`config.mk`:
```
export PLATFORM = sky130hd
export DESIGN_NAME = mem_access_ctrl
export DESIGN_NICKNAME = d
export VERILOG_FILES = /design/src/rtl/types_pkg.sv /design/src/rtl/mem_lane_align.sv /design/src/rtl/mem_access_ctrl.sv
export SDC_FILE = /design/constraint.sdc
export NUM_CORES = 1
export LEC_CHECK = 0
export ABC_AREA = 1
export ABC_CLOCK_PERIOD_IN_PS = 4490
export BUFFER_PORTS_ARGS = -buffer_cell sky130_fd_sc_hd__buf_2
export CORE_MARGIN = 2
export CORE_UTILIZATION = 44
export CTS_CLUSTER_DIAMETER = 60
export DETAILED_ROUTE_END_ITERATION = 8
export HOLD_SLACK_MARGIN = 0.02
export PLACE_DENSITY = 0.81
export SETUP_SLACK_MARGIN = 0.2
export SLEW_MARGIN = 25
export SYNTH_ARGS = -nofsm -noshare
export SYNTH_HDL_FRONTEND = slang
export SYNTH_SLANG_ARGS = --single-unit
export TNS_END_PERCENT = 50
```
`constraint.sdc`:
```
create_clock -name clk -period 4.49 [get_ports clk]
set_input_delay 0.898 -clock clk [delete_from_list [all_inputs] [get_ports clk]]
set_output_delay 0.898 -clock clk [all_outputs]
set_load 0.02 [all_outputs]
```
`src/rtl/types_pkg.sv`:
```
// Shared types for the load/store memory access controller.
// mem_width encodings are the RV32I load/store funct3 codes.
package types_pkg;

  typedef enum logic [2:0] {
    LB  = 3'b000,
    LH  = 3'b001,
    LW  = 3'b010,
    LBU = 3'b100,
    LHU = 3'b101
  } mem_width;

  typedef enum logic [1:0] {
    IDLE  = 2'd0,
    ISSUE = 2'd1,
    WAIT  = 2'd2
  } mem_ctrl_state;

endpackage

```
`src/rtl/mem_lane_align.sv`:
```
// Combinational byte-lane steering for stores and lane select / extension for loads.
// Also reports whether funct3 is a legal width for the requested direction.
module mem_lane_align
  import types_pkg::*;
(
  input  logic        i_write,
  input  logic [2:0]  i_funct3,
  input  logic [1:0]  i_addr,
  input  logic [31:0] i_wdata,
  input  logic [31:0] i_rdata,
  output logic        o_legal,
  output logic [3:0]  o_we,
  output logic [31:0] o_wdata,
  output logic [31:0] o_rdata
);

  logic [7:0]  w_byte;
  logic [15:0] w_half;

  assign w_byte = i_rdata[{i_addr, 3'b000} +: 8];
  assign w_half = i_rdata[{i_addr[1], 4'b0000} +: 16];

  // Unsigned widths exist only for loads, so they are illegal on stores.
  always_comb begin
    o_legal = 1'b0;
    o_we    = 4'b0000;
    o_wdata = 32'h0;
    o_rdata = 32'h0;
    case (i_funct3)
      LB: begin
        o_legal = 1'b1;
        o_we    = 4'b0001 << i_addr;
        o_wdata = {4{i_wdata[7:0]}};
        o_rdata = {{24{w_byte[7]}}, w_byte};
      end
      LH: begin
        o_legal = 1'b1;
        o_we    = 4'b0011 << {i_addr[1], 1'b0};
        o_wdata = {2{i_wdata[15:0]}};
        o_rdata = {{16{w_half[15]}}, w_half};
      end
      LW: begin
        o_legal = 1'b1;
        o_we    = 4'b1111;
        o_wdata = i_wdata;
        o_rdata = i_rdata;
      end
      LBU: begin
        o_legal = ~i_write;
        o_rdata = {24'h0, w_byte};
      end
      LHU: begin
        o_legal = ~i_write;
        o_rdata = {16'h0, w_half};
      end
      default: ;
    endcase
  end

endmodule

```
`src/rtl/mem_access_ctrl.sv`:
```
// Load/store controller between the datapath and a 1-cycle sync-read data RAM.
// Optional macro MISALIGN_TRAP_EN: trap misaligned lh/lhu/sh/lw/sw instead of forcing alignment.
module mem_access_ctrl
  import types_pkg::*;
#(
  parameter int MEM_AW = 10
) (
  input  logic              clk,
  input  logic              rst,
  input  logic              req_valid,
  input  logic              req_write,
  input  logic [2:0]        req_funct3,
  input  logic [31:0]       req_addr,
  input  logic [31:0]       req_wdata,
  output logic              req_ready,
  output logic              stall,
  output logic              rsp_valid,
  output logic [31:0]       rsp_rdata,
`ifdef MISALIGN_TRAP_EN
  output logic              misalign,
`endif
  output logic              mem_en,
  output logic [3:0]        mem_we,
  output logic [MEM_AW-1:0] mem_addr,
  output logic [31:0]       mem_wdata,
  input  logic [31:0]       mem_rdata
);

  mem_ctrl_state     r_state;
  mem_ctrl_state     w_next_state;
  logic              r_write;
  logic [2:0]        r_funct3;
  logic [MEM_AW+1:0] r_addr;
  logic [31:0]       r_wdata;

  logic        w_ready;
  logic        w_accept;
  logic        w_legal;
  logic        w_trap;
  logic        w_rsp_valid;
  logic        w_mem_en;
  logic [3:0]  w_mem_we;
  logic [3:0]  w_lane_we;
  logic [31:0] w_lane_wdata;
  logic [31:0] w_lane_rdata;
  logic [31:0] w_rdata;
  logic        w_unused;

  assign w_unused = &{1'b0, req_addr[31:MEM_AW+2]};

  mem_lane_align u_lane_align (
    .i_write  (r_write),
    .i_funct3 (r_funct3),
    .i_addr   (r_addr[1:0]),
    .i_wdata  (r_wdata),
    .i_rdata  (mem_rdata),
    .o_legal  (w_legal),
    .o_we     (w_lane_we),
    .o_wdata  (w_lane_wdata),
    .o_rdata  (w_lane_rdata)
  );

`ifdef MISALIGN_TRAP_EN
  assign w_trap = w_legal &
                  ((((r_funct3 == LH) | (r_funct3 == LHU)) & r_addr[0]) |
                   ((r_funct3 == LW) & (r_addr[1:0] != 2'b00)));
  assign misalign = (r_state == ISSUE) & w_trap & ~rst;
`else
  assign w_trap = 1'b0;
`endif

  assign w_ready  = (r_state == IDLE);
  assign w_accept = w_ready & req_valid & ~rst;

  always_ff @(posedge clk) begin
    if (rst) r_state <= IDLE;
    else     r_state <= w_next_state;
  end

  // Capture the request once so later req_* activity cannot disturb the access in flight.
  always_ff @(posedge clk) begin
    if (w_accept) begin
      r_write  <= req_write;
      r_funct3 <= req_funct3;
      r_addr   <= req_addr[MEM_AW+1:0];
      r_wdata  <= req_wdata;
    end
  end

  // Illegal or trapped requests complete in ISSUE without touching memory.
  always_comb begin
    w_next_state = r_state;
    w_mem_en     = 1'b0;
    w_mem_we     = 4'b0000;
    w_rsp_valid  = 1'b0;
    w_rdata      = 32'h0;
    case (r_state)
      IDLE: begin
        if (req_valid) w_next_state = ISSUE;
      end
      ISSUE: begin
        if (!w_legal || w_trap) begin
          w_rsp_valid  = 1'b1;
          w_next_state = IDLE;
        end else if (r_write) begin
          w_mem_en     = 1'b1;
          w_mem_we     = w_lane_we;
          w_rsp_valid  = 1'b1;
          w_next_state = IDLE;
        end else begin
          w_mem_en     = 1'b1;
          w_next_state = WAIT;
        end
      end
      WAIT: begin
        w_rsp_valid  = 1'b1;
        w_rdata      = w_lane_rdata;
        w_next_state = IDLE;
      end
      default: w_next_state = IDLE;
    endcase
  end

  assign req_ready = w_ready & ~rst;
  assign rsp_valid = w_rsp_valid & ~rst;
  assign rsp_rdata = w_rdata & {32{~rst}};
  assign stall     = req_valid & ~rsp_valid;
  assign mem_en    = w_mem_en & ~rst;
  assign mem_we    = w_mem_we & {4{~rst}};
  assign mem_addr  = r_addr[MEM_AW+1:2];
  assign mem_wdata = w_lane_wdata;

endmodule
```
==> results of run 1 <==
-- kinds of logic (layout without fill, tap and decap cells) --
| group | Yosys count | in the layout | synth area share [%] |
|---|---|---|---|
| simple gates | 193 | 193 | 25.0 |
| buf+inv | 86 | 238 | 12.3 |
| compound gates | 70 | 70 | 14.0 |
| flops | 50 | 50 | 47.5 |
| fa+ha+maj | 3 | 3 | 1.20 |
-- routing by layer --
layer	vias up	GRT usage, %	wire length, µm
met5	-	0	0
met4	0	7.58	136
met3	12	5.37	841
met2	171	38.4	4290
met1	1438	24.8	3390
li1	1588	-	-
-- state kept, by name, indices dropped and copies added, names as in the netlist --
register	count
r_funct3	3
r_wdata	32
r_addr	12
r_write	1
r_state	2
-- layout make-up --
| class | instances | area share, % |
|---|---|---|
| clock inverter | 3 | 1.08 |
| timing repair buffer | 170 | 21.3 |
| inverter | 60 | 5.54 |
| sequential | 50 | 36.4 |
| clock buffer | 5 | 1.69 |
| multi-input combinational | 266 | 31.0 |
| tap | 96 | 2.95 |
-- Yosys cell counts --
| cell type | number |
|---|---|
| a21oi_1 | 28 |
| a21oi_2 | 10 |
| buf_2 | 12 |
| buf_4 | 10 |
| buf_6 | 1 |
| clkbuf_1 | 3 |
| dfxtp_1 | 2 |
| edfxtp_1 | 48 |
| ha_1 | 3 |
| inv_1 | 58 |
| inv_2 | 2 |
| nand2_1 | 115 |
| nand2_4 | 1 |
| nand3_1 | 23 |
| nand4_1 | 1 |
| nor2_1 | 51 |
| nor2_4 | 2 |
| o211ai_1 | 8 |
| o21ai_0 | 16 |
| o2bb2ai_1 | 7 |
| o31ai_1 | 1 |
-- final timing paths --
| kind | startpoint | to | slack (ns) | cells after the start |
|---|---|---|---|---|
| max | r_funct3[1] | mem_we[3] | 0.95 | 8 |
| min | r_state[1] | r_state[1] | 0.53 | 2 |
| max reg2reg | r_state[0] | r_wdata[10] | 2.42 | 7 |
| min reg2reg | r_state[1] | r_state[1] | 0.53 | 2 |
-- critical path, delay by kind of cell, from the launching register on --
kind / cells / cell delay (ns)
buf+inv: 4 / 0.90
simple gates: 3 / 0.71
compound gates: 1 / 0.21
flops: 1 / 0.51
-- metrics by stage --
stage | worst slack [ns] | area, µm² | power [mW] | instances
floorplan | 0.672 | 3120 | 0.667 | 402
global placement | 1.29 | 3950 | 0.737 | 642
detailed placement | 1.30 | 3950 | 0.743 | 642
CTS | 0.950 | 4070 | 1.05 | 650
global route | 0.769 | 4070 | 1.10 | 650
finish | 0.952 | 4070 | 1.05 | 650
-- power by group through the flow --
stage | Combinational, mW | Clock [mW] | Sequential, mW
after global routing | 0.209 | 0.340 | 0.546
after detailed placement | 0.188 | 0 | 0.555
after global placement | 0.183 | 0 | 0.554
final | 0.189 | 0.313 | 0.544
after floorplan | 0.113 | 0 | 0.554
after CTS | 0.189 | 0.318 | 0.544
==> metrics, run 1 <==
P_sw around 0.28 mW; cell count after synthesis about 400; most common cell type on the critical path nand2_1; RSZ-0062 raised after global routing false; GR Overflow Total 0; Worst-Margin Slew 0.688 ns; postcts setup bufs 0; HP Class reg2reg; clk buf depth 2; period utilisation layout around 79%; die height between 80 and 90 µm; CTS-repair resized insts 0; first-pass GRT wire length about 13000 µm; commonest non-fill, non-tap cell in the layout buf_2; Wirelength per Cell roughly 13 µm; sequential fraction of the synthesis area around 48%; Yosys warning count 0; CTS tree yes; sw frac around a quarter; fin crit period approximately 3.5 ns; antenna violations before repair 0; RePlAce Congestion approximately 0.86; # IOs 185; cell taking the most area after synthesis edfxtp_1; Die W about 90 µm; via count approximately 3200; Post-Syn Area 3120 µm²; die area approximately 7800 µm²; detailed-placement wirelength estimate 6660 µm; CORE AREA around 6800 µm²; H-tree depth reported by CTS 2; number of distinct library cells after synthesis 21; CP arrival between 2 and 3 ns; CP Data Required Time ~3.6 ns; area share of the largest cell type after synthesis a little under half; WL final between 8000 and 9000 µm; Int Power approximately 0.77 mW; critical path's slowest cell nand2_1; Sink Count 50; antenna diode count 0; largest net degree at the start of global routing 33; Iteration-0 DRC Markers 170; share of layout cells above drive strength 1 35.0%; final setup TNS 0 ns; CTS Buf Count 5; Initial Utilization between 40% and 50%; Power Density roughly 260 nW/µm²; Combinational Power Share 18.0%; highest-count cells in the layout ignoring fill and taps buf_2 (164), nand2_1 (115), inv_1 (58), nor2_1 (50), edfxtp_1 (48); syn_nets between 500 and 600; Synth area leaders edfxtp_1 (46%), nand2_1 (14%), inv_1 (7.0%); area grow syn2layout 30.4%; Post-Syn Area per Cell between 7 and 8 µm²; clock insertion delay at the later pin of the skew report 0.29 ns; worst hold slack 0.527 ns; Hold Buf Count CTS 0; vias in the first global route around 2900; DRC errors left 0; fin. max-slew vios 0; fin util approximately three fifths; Slew HR 54.0%; outcome complete, no violations; ANT nets after route 0; Fin. Hold Viols 0; Peak VDD IR between 0.2 and 0.3 mV; Critical Path Max Stage Delay 0.57 ns; vias per cell 4.94; # setup viols final 0; Clock Skew around 0.0067 ns; num rows 30; Crit Path Class reg2out; Reg area around 1500 µm²; Max Clk Rate about 0.28 GHz; maxcap violations 0; static leakage around 2.1 nW; clk root buf clkbuf_8; DRT Pass-1 Iters 4; FF+latch count, synth 50; IO Port Bufs roughly 160; number of fill cells 625; sequential share of power between 50% and 60%; critical path, cell by cell nand2_1 > inv_1 > buf_4 > a21oi_1 > nand2_1 > nand2_1 > inv_1 > buf_2; CP Launch Type flop; Clk network pwr share 29.9%; Final #Nets 659; crit end category output port; Multi-input gate area about 1300 µm²; total track usage 21.5%; clock-pin slew on the worst setup and hold paths roughly 0.090 ns; CP Max Fanout 20
No activity file was read; power rests on OpenSTA's default activity.
==> inputs of run 2 (changes only) <==
--- a/config.mk
+++ b/config.mk
@@ -6,7 +6,7 @@
 export NUM_CORES = 1
 export LEC_CHECK = 0
 export ABC_AREA = 1
-export ABC_CLOCK_PERIOD_IN_PS = 4490
+export ABC_CLOCK_PERIOD_IN_PS = 3600
 export BUFFER_PORTS_ARGS = -buffer_cell sky130_fd_sc_hd__buf_2
 export CORE_MARGIN = 2
 export CORE_UTILIZATION = 44
==> constraint.sdc (replaced) <==
create_clock -name clk -period 3.6 [get_ports clk]
set_input_delay 0.72 -clock clk [delete_from_list [all_inputs] [get_ports clk]]
set_output_delay 0.72 -clock clk [all_outputs]
set_load 0.02 [all_outputs]
==> run 2 against run 1 <==
  * Cell count unchanged
  * Utilization decreased by 0.37 points
  * Combinational power increased by 25%
  * Non-clock buffer count increased by 1
  * Sequential power increased by 25%
  * Power increased by 17%
  * Final area decreased by 0.62%
  * Clock skew decreased by 0.0030 ns
  * Flip-flop and latch count unchanged
  * Sequential share of layout area increased by 0.23 points
  * First-iteration DRC count decreased by 27%
==> metrics, run 2 (synthesized netlist as in run 1, its figures left out) <==
highest-count cells in the layout ignoring fill and taps buf_2 (164), nand2_1 (115), inv_1 (58), nor2_1 (50), edfxtp_1 (48); IO Port Bufs around 160; crit end category output port; die area between 7000 and 8000 µm²; DRT Pass-1 Iters 4; # IOs roughly 190; clk root buf clkbuf_8; maxcap violations 0; WL final ~9200 µm; setup slack at placement between 0.9 and 1 ns; Final WS setup just over 0.6 ns; critical path's slowest cell inv_1; number of fill cells between 600 and 700; RePlAce Congestion between 0.8 and 0.9; Clock Skew between 0.003 and 0.004 ns; FF-to-FF path depth 7; Sink Count 50; Cell Count, Final, Fillers Out between 600 and 700; Hold Buf Count CTS 0; critical path, cell by cell nor2_1 > nand2_1 > inv_1 > buf_4 > a21oi_1 > a21oi_1 > buf_2; num rows 30; Peak VDD IR around 0.36 mV; clock insertion delay at the later pin of the skew report just under 0.3 ns; Largest register FFs 32; Crit Path Class reg2out; detailed-placement wirelength estimate around 7000 µm; static leakage a little over 2 nW; largest reg by FF count r_wdata; final setup TNS 0 ns; # setup viols final 0; CTS Buf Count 5; placed insts roughly 640; Critical Path Max Stage Delay 0.56 ns; HP Class reg2reg; Power Density a little over 300 nW/µm²; first-pass GRT wire length between 10000 and 15000 µm; delay-heaviest family, CP buffers and inverters; biggest regs r_wdata: 32 flops, r_addr: 12 flops, r_funct3: 3 flops; antenna violations before repair 0; CP Data Required Time between 2 and 3 ns; critical path depth in cells 7; Final #Nets 660; DRC errors left 0; Initial Utilization 45.6%; Worst R2R End r_wdata[10]; area grow syn2layout 29.6%; ANT nets after route 0; CP arrival around 2.3 ns; Fin. Hold Viols 0; CORE AREA 6830 µm²; Slew HR roughly half; fin crit period 2.98 ns; vias per cell roughly 5.0; fin util approximately 59%; H-tree depth reported by CTS 2; CTS tree yes; largest net degree at the start of global routing 49; antenna diode count 0; Worst-Margin Slew ~0.76 ns; die height 88.2 µm; CP Launch Type flop; worst reg-to-reg setup slack 1.83 ns; postcts setup bufs 0; Iteration-0 DRC Markers between 100 and 150; fin. max-slew vios 0; total track usage between 20% and 30%; clk buf depth 2; most common cell type on the critical path a21oi_1; vias in the first global route ~3200; Wirelength per Cell between 10 and 15 µm; GR Overflow Total 0; clock-pin slew on the worst setup and hold paths roughly 0.080 ns; Total Power around 1.2 mW; Worst Hold Path Cells 2; Die W just under 90 µm; r2r startpoint r_state[0]; Endpoint, Worst Hold r_state[0]; outcome complete, no violations; count of buffer and inverter cells on the critical path 3; Max Clk Rate 0.335 GHz; Min-Delay Startpoint r_state[0]; CP Max Fanout 22; commonest non-fill, non-tap cell in the layout buf_2; period utilisation layout just over 80%; share of layout cells above drive strength 1 a little over a third; CTS-repair resized insts 0; RSZ-0062 raised after global routing false; via count 3256
## run 2: cell count changes in the layout (fill, tap and decap cells not counted)
cell,previous run,this run
buf_4,6,7
inv_6,1,0
bufinv_16,1,0
clkbuf_1,0,1
clkinvlp_4,0,1
clkinv_2,1,0
## run 2: layout make-up
class	instances	area (µm²)	area share [%]
sequential	50	1480	36.7
multi-input combinational	266	1260	31.2
timing repair buffer	171	873	21.6
inverter	60	225	5.57
tap	96	120	2.97
clock buffer	6	72.6	1.80
clock inverter	1	7.51	0.186
## run 2: power breakdown
part	total [mW]	switching [mW]	leakage, nW	internal [mW]
Combinational	0.237	0.154	1.57	0.0834
Sequential	0.679	0.0105	0.462	0.669
Clock	0.305	0.171	0.0373	0.133
## run 2: layer usage
metal	vias to the layer above	wire (µm)	GRT usage, %	part of all wire (%)
met5	-	0	0	0
met4	0	221	10.2	2.4
met3	24	881	6.50	9.6
met2	168	4470	41.8	49
met1	1474	3590	25.5	39
li1	1590	-	-	-
## run 2: how the worst max path moves through the flow
stage	start	to	slack, ns
after floorplan	rst	r_addr[0]	0.75
after global placement	r_funct3[0]	mem_we[2]	0.99
after detailed placement	r_funct3[0]	mem_we[2]	0.96
after CTS	r_funct3[0]	mem_we[2]	0.63
after global routing	r_funct3[0]	mem_we[3]	0.41
final	r_funct3[0]	mem_we[2]	0.62
## run 2: worst min-delay path: stages (launching register included)
cell,delay (ns)
dfxtp_1,0.32
inv_1,0.10
a21oi_1,0.07
## run 2: through the flow
stage / cell area [µm²] / hold WS, ns
after floorplan: 3120 / 0.475
after global placement: 3960 / 0.495
after detailed placement: 3960 / 0.529
after CTS: 4040 / 0.546
after global routing: 4040 / 0.572
final: 4040 / 0.534
